## src/rtl/seg_pkg.sv

```systemverilog
`default_nettype none
// ============================================================================
// seg_pkg : segment patterns, blanking constants and FSM state type
// Revision : 1.0
// ============================================================================
package seg_pkg;

  // Active-low g..a patterns, dp excluded
  localparam logic [6:0] SEG_0 = 7'h40;
  localparam logic [6:0] SEG_1 = 7'h79;
  localparam logic [6:0] SEG_2 = 7'h24;
  localparam logic [6:0] SEG_3 = 7'h30;
  localparam logic [6:0] SEG_4 = 7'h19;
  localparam logic [6:0] SEG_5 = 7'h12;
  localparam logic [6:0] SEG_6 = 7'h02;
  localparam logic [6:0] SEG_7 = 7'h78;
  localparam logic [6:0] SEG_8 = 7'h00;
  localparam logic [6:0] SEG_9 = 7'h10;
  localparam logic [6:0] SEG_A = 7'h08;
  localparam logic [6:0] SEG_B = 7'h03;
  localparam logic [6:0] SEG_C = 7'h46;
  localparam logic [6:0] SEG_D = 7'h21;
  localparam logic [6:0] SEG_E = 7'h06;
  localparam logic [6:0] SEG_F = 7'h0E;

  localparam logic [7:0] SEG_OFF = 8'hFF;
  localparam logic [7:0] SEL_OFF = 8'hFF;

  typedef enum logic [0:0] {
    ST_BLANK = 1'b0,
    ST_SHOW  = 1'b1
  } state_e;

endpackage
`default_nettype wire

```

## src/rtl/seg_decode.sv

```systemverilog
`default_nettype none
// ============================================================================
// seg_decode : hex nibble to active-low 7-segment pattern (g..a)
// Revision   : 1.0
// ============================================================================
module seg_decode
  import seg_pkg::*;
(
  input  logic [3:0] nibble_i,
  output logic [6:0] seg_n_o
);

  always_comb begin
    seg_n_o = SEG_8;
    case (nibble_i)
      4'h0:    seg_n_o = SEG_0;
      4'h1:    seg_n_o = SEG_1;
      4'h2:    seg_n_o = SEG_2;
      4'h3:    seg_n_o = SEG_3;
      4'h4:    seg_n_o = SEG_4;
      4'h5:    seg_n_o = SEG_5;
      4'h6:    seg_n_o = SEG_6;
      4'h7:    seg_n_o = SEG_7;
      4'h8:    seg_n_o = SEG_8;
      4'h9:    seg_n_o = SEG_9;
      4'hA:    seg_n_o = SEG_A;
      4'hB:    seg_n_o = SEG_B;
      4'hC:    seg_n_o = SEG_C;
      4'hD:    seg_n_o = SEG_D;
      4'hE:    seg_n_o = SEG_E;
      default: seg_n_o = SEG_F;
    endcase
  end

endmodule
`default_nettype wire

```

## src/rtl/seg_scan_ctrl.sv

```systemverilog
`default_nettype none
// ============================================================================
// seg_scan_ctrl : 8-digit multiplexed 7-segment scanner with blanking
// Revision      : 1.0
// ============================================================================
module seg_scan_ctrl
  import seg_pkg::*;
#(
  parameter int unsigned SCAN_DIV  = 50000,
  parameter int unsigned BLANK_CYC = 500
)
(
  input  logic       clk,
  input  logic       rst,
  input  logic       wr_en,
  input  logic [2:0] wr_addr,
  input  logic [3:0] wr_data,
  input  logic       wr_dp,
  input  logic [7:0] digit_en,
  output logic [7:0] sel,
  output logic [7:0] seg,
  output logic       frame_done
);

  localparam int unsigned      CNT_W      = $clog2(SCAN_DIV);
  localparam logic [CNT_W-1:0] SHOW_LAST  = CNT_W'(SCAN_DIV - 1);
  localparam logic [CNT_W-1:0] BLANK_LAST = CNT_W'(BLANK_CYC - 1);

  state_e           state_q, state_d;
  logic [2:0]       dig_q, dig_d;
  logic [CNT_W-1:0] cnt_q, cnt_d;
  logic             frame_q, frame_d;
  logic [4:0]       dbuf_q [8];
  logic [7:0]       sel_q, sel_d;
  logic [7:0]       seg_q, seg_d;
  logic [4:0]       cur_entry;
  logic [6:0]       cur_pat;
  logic             lit;

  always_ff @(posedge clk) begin
    if (rst) begin
      for (int i = 0; i < 8; i++) dbuf_q[i] <= '0;
    end else if (wr_en) begin
      dbuf_q[wr_addr] <= {wr_dp, wr_data};
    end
  end

  always_ff @(posedge clk) begin
    if (rst) begin
      state_q <= ST_BLANK;
      dig_q   <= '0;
      cnt_q   <= '0;
      frame_q <= 1'b0;
      sel_q   <= SEL_OFF;
      seg_q   <= SEG_OFF;
    end else begin
      state_q <= state_d;
      dig_q   <= dig_d;
      cnt_q   <= cnt_d;
      frame_q <= frame_d;
      sel_q   <= sel_d;
      seg_q   <= seg_d;
    end
  end

  always_comb begin
    state_d = state_q;
    dig_d   = dig_q;
    cnt_d   = cnt_q + CNT_W'(1);
    frame_d = 1'b0;
    case (state_q)
      ST_BLANK: begin
        if (cnt_q == BLANK_LAST) begin
          state_d = ST_SHOW;
          cnt_d   = '0;
        end
      end
      ST_SHOW: begin
        if (cnt_q == SHOW_LAST) begin
          state_d = ST_BLANK;
          cnt_d   = '0;
          dig_d   = dig_q + 3'd1;
          frame_d = (dig_q == 3'd7);
        end
      end
      default: begin
        state_d = ST_BLANK;
        cnt_d   = '0;
      end
    endcase
  end

  // sel and seg come from the same dig_q on the same edge, so they never disagree
  assign cur_entry = dbuf_q[dig_q];

  seg_decode u_seg_decode (
    .nibble_i (cur_entry[3:0]),
    .seg_n_o  (cur_pat)
  );

  always_comb begin
    lit   = (state_q == ST_SHOW) && digit_en[dig_q];
    sel_d = SEL_OFF;
    seg_d = SEG_OFF;
    if (lit) begin
      sel_d = ~(8'd1 << dig_q);
      seg_d = {~cur_entry[4], cur_pat};
    end
  end

  assign sel        = sel_q;
  assign seg        = seg_q;
  assign frame_done = frame_q;

endmodule
`default_nettype wire

```

## config.mk

```make
export PLATFORM = sky130hd
export DESIGN_NAME = seg_scan_ctrl
export DESIGN_NICKNAME = d
export VERILOG_FILES = /design/src/rtl/seg_pkg.sv /design/src/rtl/seg_decode.sv /design/src/rtl/seg_scan_ctrl.sv
export SDC_FILE = /design/constraint.sdc
export NUM_CORES = 1
export LEC_CHECK = 0
export ABC_AREA = 1
export CAP_MARGIN = 20
export CORE_ASPECT_RATIO = 1.5
export CORE_UTILIZATION = 57
export CTS_CLUSTER_DIAMETER = 60
export DETAILED_ROUTE_END_ITERATION = 16
export PLACE_DENSITY = 0.9
export SLEW_MARGIN = 0
export SYNTH_ARGS = -nofsm -noshare
export SYNTH_HDL_FRONTEND = slang
export SYNTH_SLANG_ARGS = --single-unit
export TNS_END_PERCENT = 10
```

## constraint.sdc

```tcl
create_clock -name clk -period 2.5 [get_ports clk]
set_clock_uncertainty 0.2 [all_clocks]
set_input_delay 0.5 -clock clk [delete_from_list [all_inputs] [get_ports clk]]
set_output_delay 0.5 -clock clk [all_outputs]
set_load 0.05 [all_outputs]
```

-- Word-level counts from Yosys, hierarchy flattened
Memories as Yosys holds them, arrays and structs flattened. A register that Yosys moved wholly into a read port is not among the register bits.
Cells that the tools add are included.
- bits in read-only memories: 112
- bits in writable memories: 40
- input bits: 19
- word-level logic and storage cells: 43
- output and inout port bits: 17
- register bits after elaboration: 37
- memories: 2
- memories (memory ; depth ; width ; read ports ; clocked after Yosys merged registers in ; write ports ; RTL line ; RTL):
    (name not given) ; 16 ; 7 ; 1 ; 1 ; 0 ; seg_decode.sv:15 ; case (nibble_i)
    dbuf_q ; 8 ; 5 ; 1 ; 1 ; 8 ; seg_scan_ctrl.sv:33 ; logic [4:0] dbuf_q [8];
- equal/unequal tests: 3
- muxes and demuxes: 18
- reductions and logical operators: 5
- magnitude comparators: 1
- add/sub/neg operators: 2
- shift operators: 1
- bitwise operators: 5
- operators with widths (operator ; count):
    $mux W16 ; 2
    $pmux W16 S2 ; 1
    $add A16 B1 Y16 const B ; 1
    $eq A16 B16 Y1 const B ; 1
    $eq A16 B9 Y1 const B ; 1
    $mux W1 ; 9
    $mux W3 ; 3
    $not A8 Y8 ; 1
    $shl A1 B3 Y8 const A ; 1
    $mux W5 ; 1
    $reduce_or A5 Y1 ; 1
    $lt A3 B4 Y1 const B ; 1
    $not A1 Y1 ; 4
    $add A3 B1 Y3 const B ; 1
    $bmux W1 S3 ; 1
    $eq A3 B3 Y1 const B ; 1
    $reduce_or A3 Y1 ; 1
    $pmux W1 S2 ; 1
    $reduce_and A2 Y1 ; 1
    $reduce_or A2 Y1 ; 1
    $logic_and A1 B1 Y1 ; 1

-- Depth between registers and ports, before layout
Gate-level depths: netlist (run 1).
- word-level depth: 5
- mapped depth: 13
- depth with buffers taken out: 12

-- Modules after synthesis
Synthesis (run 1) repeated with hierarchy kept, for this count alone.
- cells, all modules: 476
- area, all modules: 3933.8 µm²
- modules (own cells, without submodules) (module ; times used ; sequential area each (µm²) ; cells each ; area an instance (µm²)):
    seg_scan_ctrl ; 1 ; 2001.9 ; 427 ; 3659.8
    seg_decode ; 1 ; 0.0 ; 49 ; 274.0

-- Least setup slack after synthesis (run 1)
Ideal clock, no wire load.
- kind: input -> register
- from: in rst
- to: mem dbuf_q[0][0] (enable)
- setup slack: 0.673 ns
- data required time: 1.987 ns
- arrival time: 1.314 ns
- path buffers: 1
- setup time: 0.313 ns
- stages on the path: 6
- path through: clkbuf_1 > inv_1 > nand2_1 > nor2_1 > nand2_1 > nand2_1
- RTL lines (item ; RTL line ; RTL):
    start, declared ; seg_scan_ctrl.sv:14 ; input logic rst,
    end, declared ; seg_scan_ctrl.sv:33 ;

-- Worst setup path after layout (run 1)
- from: reg sel_q[5] (netlist: sel[5])
- to: out sel[5]
- RTL lines (item ; RTL line ; RTL):
    start, declared ; seg_scan_ctrl.sv:34 ; logic [7:0] sel_q, sel_d;
    start signal, assigned ; seg_scan_ctrl.sv:61 ; sel_q <= sel_d;
    end, declared ; seg_scan_ctrl.sv:20 ; output logic [7:0] sel,
No word-level cell between the ends.

==> flow_metrics.py, run 1 <==
metrics = {
    "timing": {
        "tns_ps": 0,
        "fin_crit_sh_pct": 86.6,
        "setup_viol": 0,
        "maxSlewHeadroom_pct": 66.9,
        "finalHoldViolations": 0,
        "finalCriticalPeriod_ps": 2160,
        "grt_setup_unrepaired": "no",
        "timing.fmax_ghz": 0.462,
        "maxSlewViolCount": 0,
        "tightest_slew_ps": 495,
    },
    "logic_synthesis": {
        "synth.distinct_cells": 39,
        "yosysSeqAreaShare_pct": 50.5,
        "yosysWarningCount": 0,
        "synth_nets": 495,
        "netlist_instances": 464,
        "syn_area_per_cell_um2": 8.55,
        "ys_ff_latch": 80,
        "synth_area_um2": 3970,
    },
    "clock_tree": {
        "cts-root-buf": "clkbuf_8",
        "cts_buffers": 9,
        "clock_latency_ps": 360,
        "cts_resized": 0,
        "cts_setup_buffers": 0,
        "cts_tree": "done",
        "h-tree-depth": 3,
        "path_clk_slew_ps": 80,
        "clockBufferDepth": 2,
        "clock-sinks": 80,
        "hold_buffers": 0,
    },
    "layout": {
        "drive_gt1_share_pct": 10.3,
        "fill_cells": 451,
        "areaGrowthSynthToFinish_pct": 14.4,
        "diodes": 0,
        "fin_area_um2": 4540,
        "finalNetCount": 532,
    },
    "critical_path": {
        "startpoint": "sel[5]$_SDFF_PP1_",
        "max_stage_delay_ps": 790,
        "cp.required_ps": 1800,
        "crit_buf_inv": 1,
        "slowest_stage": "clkdlybuf4s50_1",
        "rrSetupSlack_ps": 430,
        "rr_worst_depth": 10,
        "worstReg2RegEnd": "seg[0]$_SDFF_PP1_",
        "crit_type": "flip-flop to output port",
        "crit_family": "buffers and inverters",
        "cp.arrival_ps": 1460,
        "path_cells": "clkdlybuf4s50_1",
        "crit_path_start_kind": "flip-flop",
        "endpoint_kind": "output port",
        "cp.depth": 1,
        "endpoint": "sel[5]",
        "cp_max_fo": 1,
    },
    "power": {
        "cellPowerDensity_nw_per_um2": 572,
        "p_leak_nw": 1.90,
        "peakVddDrop_uv": 376,
    },
    "placed_design": {
        "dp_hpwl_mm": 5.58,
        "dpl-instance-area_um2": 4330,
        "gp_congestion": 0.866,
        "port_buffers": 35,
    },
    "flow_run": {
        "cap_violations": 0,
    },
    "global_route": {
        "grt_pass1_wl_mm": 12.9,
        "grt.total_usage_pct": 22.9,
        "antenna_found_initial": 0,
        "overflow": 0,
        "grt_start_max_net_pins": 22,
        "first_global_vias": 2929,
    },
    "route": {
        "via_per_inst": 5.30,
        "drc_errors": 0,
        "first_iter_violations": 207,
        "drt-total-wl_mm": 7.60,
        "postRouteAntennaNets": 0,
        "first_pass_iters": 4,
        "wl_per_cell_um": 13.1,
        "dr_total_vias": 3087,
    },
    "floorplan": {
        "io_pins": 36,
        "core_um2": 6620,
        "initial_core_util_pct": 59.9,
        "fp.dieW_um": 70.1,
        "fp.dieH_um": 104,
        "rows": 36,
        "fp.dieArea_um2": 7300,
    },
    "run_status": {
        "outcome": "finished, final reports clean",
    },
    "hold_path": {
        "hold_class": "flip-flop to flip-flop",
    },
}
-- area by class of cell --
| cell class | count | area, µm² | share of cell area [%] |
|---|---|---|---|
| repair buffers | 38 | 373 | 8.22 |
| inverters | 63 | 236 | 5.21 |
| well taps | 76 | 95.1 | 2.10 |
| clock inverters | 2 | 35.0 | 0.772 |
| multi-input cells | 309 | 1620 | 35.7 |
| flip-flops and latches | 80 | 2000 | 44.1 |
| clock buffers | 14 | 174 | 3.83 |
-- state kept, by name, summed over array words and instances (netlist names), named ones only --
name	flops
cnt_q	16
dbuf_q	40
dig_q	3
frame_done	1
seg	8
sel	8
state_q	1
-- metrics by stage --
stage	utilization [%]	setup WS [ps]	hold slack, ps	std cells	total power [mW]
after floorplan	-	673	217	464	1.58
after global placement	65.4	214	229	566	1.64
after detailed placement	65.4	175	245	566	1.65
after CTS	68.5	311	256	582	2.61
after global routing	68.5	239	284	582	2.70
final	68.5	336	250	582	2.60
-- metal layers --
layer	track usage, %	up-vias	wire [µm]
met3	5.91	22	416
met1	24.7	1399	2980
met4	15.1	0	296
met2	38.9	108	3910
li1	-	1558	-
met5	0	-	0
-- synthesized netlist by cell type (all sizes together) --
cell type	number	area share, %
nand2b	1	0.16
a31oi	1	0.16
dfxtp	40	20
a211oi	2	0.38
clkbuf	2	0.22
a32o	2	0.50
nor3b	3	0.82
nor2	84	9.0
nand4	4	0.63
o21ai	10	1.6
inv	63	6.0
buf	10	2.5
o22ai	1	0.16
o211ai	1	0.19
nor3	6	1.0
edfxtp	40	30
ha	12	3.8
nand2	105	10
nand3	59	9.0
xnor2	1	0.22
and2	1	0.22
xor2	6	1.3
a21oi	10	1.3
-- how the worst min path moves through the flow --
stage,start,endpoint,slack [ps],cells past startpoint
3_5_place_dp,cnt_q[0]$_SDFF_PP0_,cnt_q[0]$_SDFF_PP0_,250,1
3_3_place_gp,cnt_q[0]$_SDFF_PP0_,cnt_q[0]$_SDFF_PP0_,230,1
5_1_grt,cnt_q[0]$_SDFF_PP0_,cnt_q[0]$_SDFF_PP0_,280,1
4_1_cts,cnt_q[0]$_SDFF_PP0_,cnt_q[0]$_SDFF_PP0_,260,1
2_1_floorplan,cnt_q[0]$_SDFF_PP0_,cnt_q[0]$_SDFF_PP0_,220,1
6_report,cnt_q[0]$_SDFF_PP0_,cnt_q[0]$_SDFF_PP0_,250,1
-- layout by cell type, fill, tap and decap left out, types with 10 or more instances in the layout --
master / n
nand3_1: 51
clkdlybuf4s50_1: 35
clkbuf_8: 10
a21oi_1: 10
inv_1: 56
dfxtp_1: 40
edfxtp_1: 40
nor2_1: 76
nand2_1: 99
ha_1: 12
-- where the power goes --
group	switching [mW]	internal, mW
logic	0.113	0.0717
registers	0.0164	1.42
clock network	0.426	0.549
-- logic make-up after synthesis --
logic type                 synth area share, %
adders and majority gates                 3.79
xor gates and xnor gates                  1.55
DFF                                       50.5
buffers and inverters                     8.64
AOI/OAI and AO/OA                         4.29
and+or+nand+nor                           31.3
Note: power is estimated with default switching activity, not from simulation.
==> inputs of run 2 (changes only) <==
- GPL_TIMING_DRIVEN: default -> 0
==> run 2 against run 1 <==
Net effect:
- maximum frequency is essentially flat
- final area grew 1.5%
- via count grew 1.3%
- critical path depth is the same
- sequential cell count is the same
- non-clock buffer count grew 8
- largest power group unchanged
==> flow_metrics.py, run 2 (synthesis gave the netlist of run 1 again) <==
metrics = {
    "run_status": {
        "outcome": "finished, final reports clean",
    },
    "timing": {
        "maxSlewHeadroom_pct": 62.5,
        "tns_ps": 0,
        "post-route-worst-setup-slack_ps": 338,
        "timing.fmax_ghz": 0.463,
        "tightest_slew_ps": 562,
        "grt_setup_unrepaired": "no",
        "maxSlewViolCount": 0,
        "setup_viol": 0,
        "finalCriticalPeriod_ps": 2160,
        "whs_ps": 262,
        "fin_crit_sh_pct": 86.5,
        "finalHoldViolations": 0,
    },
    "hold_path": {
        "hp-start": "cnt_q[0]$_SDFF_PP0_",
        "hold_class": "flip-flop to flip-flop",
    },
    "critical_path": {
        "crit_path_start_kind": "flip-flop",
        "endpoint_kind": "output port",
        "startpoint": "sel[2]$_SDFF_PP1_",
        "crit_family": "buffers and inverters",
        "path_cells": "clkdlybuf4s50_1",
        "crit_type": "flip-flop to output port",
        "cp_max_fo": 1,
        "rrSetupSlack_ps": 430,
        "crit_buf_inv": 1,
        "slowest_stage": "clkdlybuf4s50_1",
        "cp.required_ps": 1800,
        "max_stage_delay_ps": 790,
        "cp.arrival_ps": 1460,
    },
    "layout": {
        "finalNetCount": 540,
        "top_register": "dbuf_q",
        "largest_reg_flops": 40,
        "areaGrowthSynthToFinish_pct": 16.2,
        "layout_common_cells": "nand2_1, nor2_1, inv_1",
        "fill_cells": 461,
        "largestRegisters": "dbuf_q x40, cnt_q x16",
        "final_common_cell": "nand2_1",
        "drive_gt1_share_pct": 11.9,
        "diodes": 0,
    },
    "clock_tree": {
        "h-tree-depth": 3,
        "clock-sinks": 80,
        "cts_tree": "done",
        "cts_resized": 0,
        "cts-root-buf": "clkbuf_8",
        "path_clk_slew_ps": 90,
        "clock_latency_ps": 360,
        "cts_setup_buffers": 0,
        "hold_buffers": 0,
        "clockBufferDepth": 2,
        "cts_buffers": 9,
    },
    "power": {
        "p_sw_share_pct": 23.6,
        "p_int_mw": 1.99,
        "p_sw_uw": 612,
        "power_frac_seq_pct": 55.3,
        "cellPowerDensity_nw_per_um2": 564,
        "p_clk_share_pct": 37.5,
        "peakVddDrop_uv": 408,
        "comb_power_share_pct": 7.2,
        "p_leak_nw": 1.94,
    },
    "route": {
        "drt-total-wl_mm": 7.74,
        "first_iter_violations": 149,
        "via_per_inst": 5.30,
        "postRouteAntennaNets": 0,
        "drc_errors": 0,
        "wl_per_cell_um": 13.1,
        "first_pass_iters": 4,
        "dr_total_vias": 3126,
    },
    "global_route": {
        "grt_pass1_wl_mm": 12.7,
        "first_global_vias": 2965,
        "antenna_found_initial": 0,
        "overflow": 0,
        "grt_start_max_net_pins": 15,
        "grt.total_usage_pct": 22.2,
    },
    "floorplan": {
        "fp.dieArea_um2": 7300,
        "core_um2": 6620,
        "fp.dieH_um": 104,
        "rows": 36,
        "initial_core_util_pct": 59.9,
        "io_pins": 36,
        "fp.dieW_um": 70.1,
    },
    "placed_design": {
        "dp_hpwl_mm": 5.64,
        "port_buffers": 34,
        "gp_congestion": 0.908,
        "dp_slack_ps": 214,
    },
    "flow_run": {
        "cap_violations": 0,
    },
}
-- run 2: cell count changes in the layout (fill, tap and decap cells not counted), sizes merged --
cell / delta
buf: +7
clkbuf: -2
clkdlybuf4s50: -1
clkinv: +3
inv: +1
-- run 2: layout make-up --
class / instances / area, µm² / area share, %
Inverter: 63 / 236 / 5.13
Buffer: 12 / 106 / 2.31
Sequential cell: 80 / 2000 / 43.5
Tap cell: 76 / 95.1 / 2.06
Multi-Input combinational cell: 309 / 1620 / 35.2
Timing Repair Buffer: 34 / 340 / 7.39
Clock buffer: 10 / 138 / 2.99
Clock inverter: 6 / 67.6 / 1.47
-- run 2: per-stage QoR --
stage               cell area, µm²  total power, mW  utilization (%)  instances
detailed placement            4400             1.65             66.5        574
floorplan                     3970             1.58                -        464
global placement              4400             1.64             66.5        574
global route                  4610             2.66             69.6        590
finish                        4610             2.60             69.6        590
CTS                           4610             2.59             69.6        590
-- run 2: power groups by stage --
stage                     sequential [mW]  combinational, mW  clock (mW)
final                                1.44              0.187       0.975
after global routing                 1.44              0.208        1.01
after CTS                            1.43              0.186       0.971
after detailed placement             1.46              0.184           0
after global placement               1.46              0.176           0
after floorplan                      1.46              0.124           0
-- run 2: worst paths after layout --
kind | endpoint | cells after the start
setup / recovery | sel[2] | 1
hold / removal | cnt_q[0]$_SDFF_PP0_ | 1
setup reg to reg | seg[5]$_SDFF_PP1_ | 13
hold reg to reg | cnt_q[0]$_SDFF_PP0_ | 1
-- run 2: layer usage --
| metal | global-route usage (%) | routed length, µm | vias to the layer above | share of wire, % |
|---|---|---|---|---|
| met2 | 39.4 | 4080 | 96 | 53 |
| met3 | 5.52 | 334 | 22 | 4.3 |
| met1 | 23.8 | 3110 | 1429 | 40 |
| li1 | - | - | 1579 | - |
| met5 | 0 | 0 | - | 0 |
| met4 | 11.7 | 212 | 0 | 2.7 |
==> inputs of run 3 (changes only) <==
- clock period: 2.5 -> 2.35 ns (I/O delays scaled with it)
==> results of run 3 <==
The final DEF is identical to that of run 2. Status: finished, final reports clean.
Main changes from that run: setup slack after placement 214 ps -> 94.4 ps; setup slack after layout 338 ps -> 218 ps; hold slack 262 ps -> 235 ps; register-to-register setup slack 430 ps -> 280 ps; end point of the worst hold path cnt_q[0]$_SDFF_PP0_ -> cnt_q[12]$_SDFF_PP0_; total power 2.60 mW -> 2.76 mW; worst IR drop on VDD 408 µV -> 434 µV
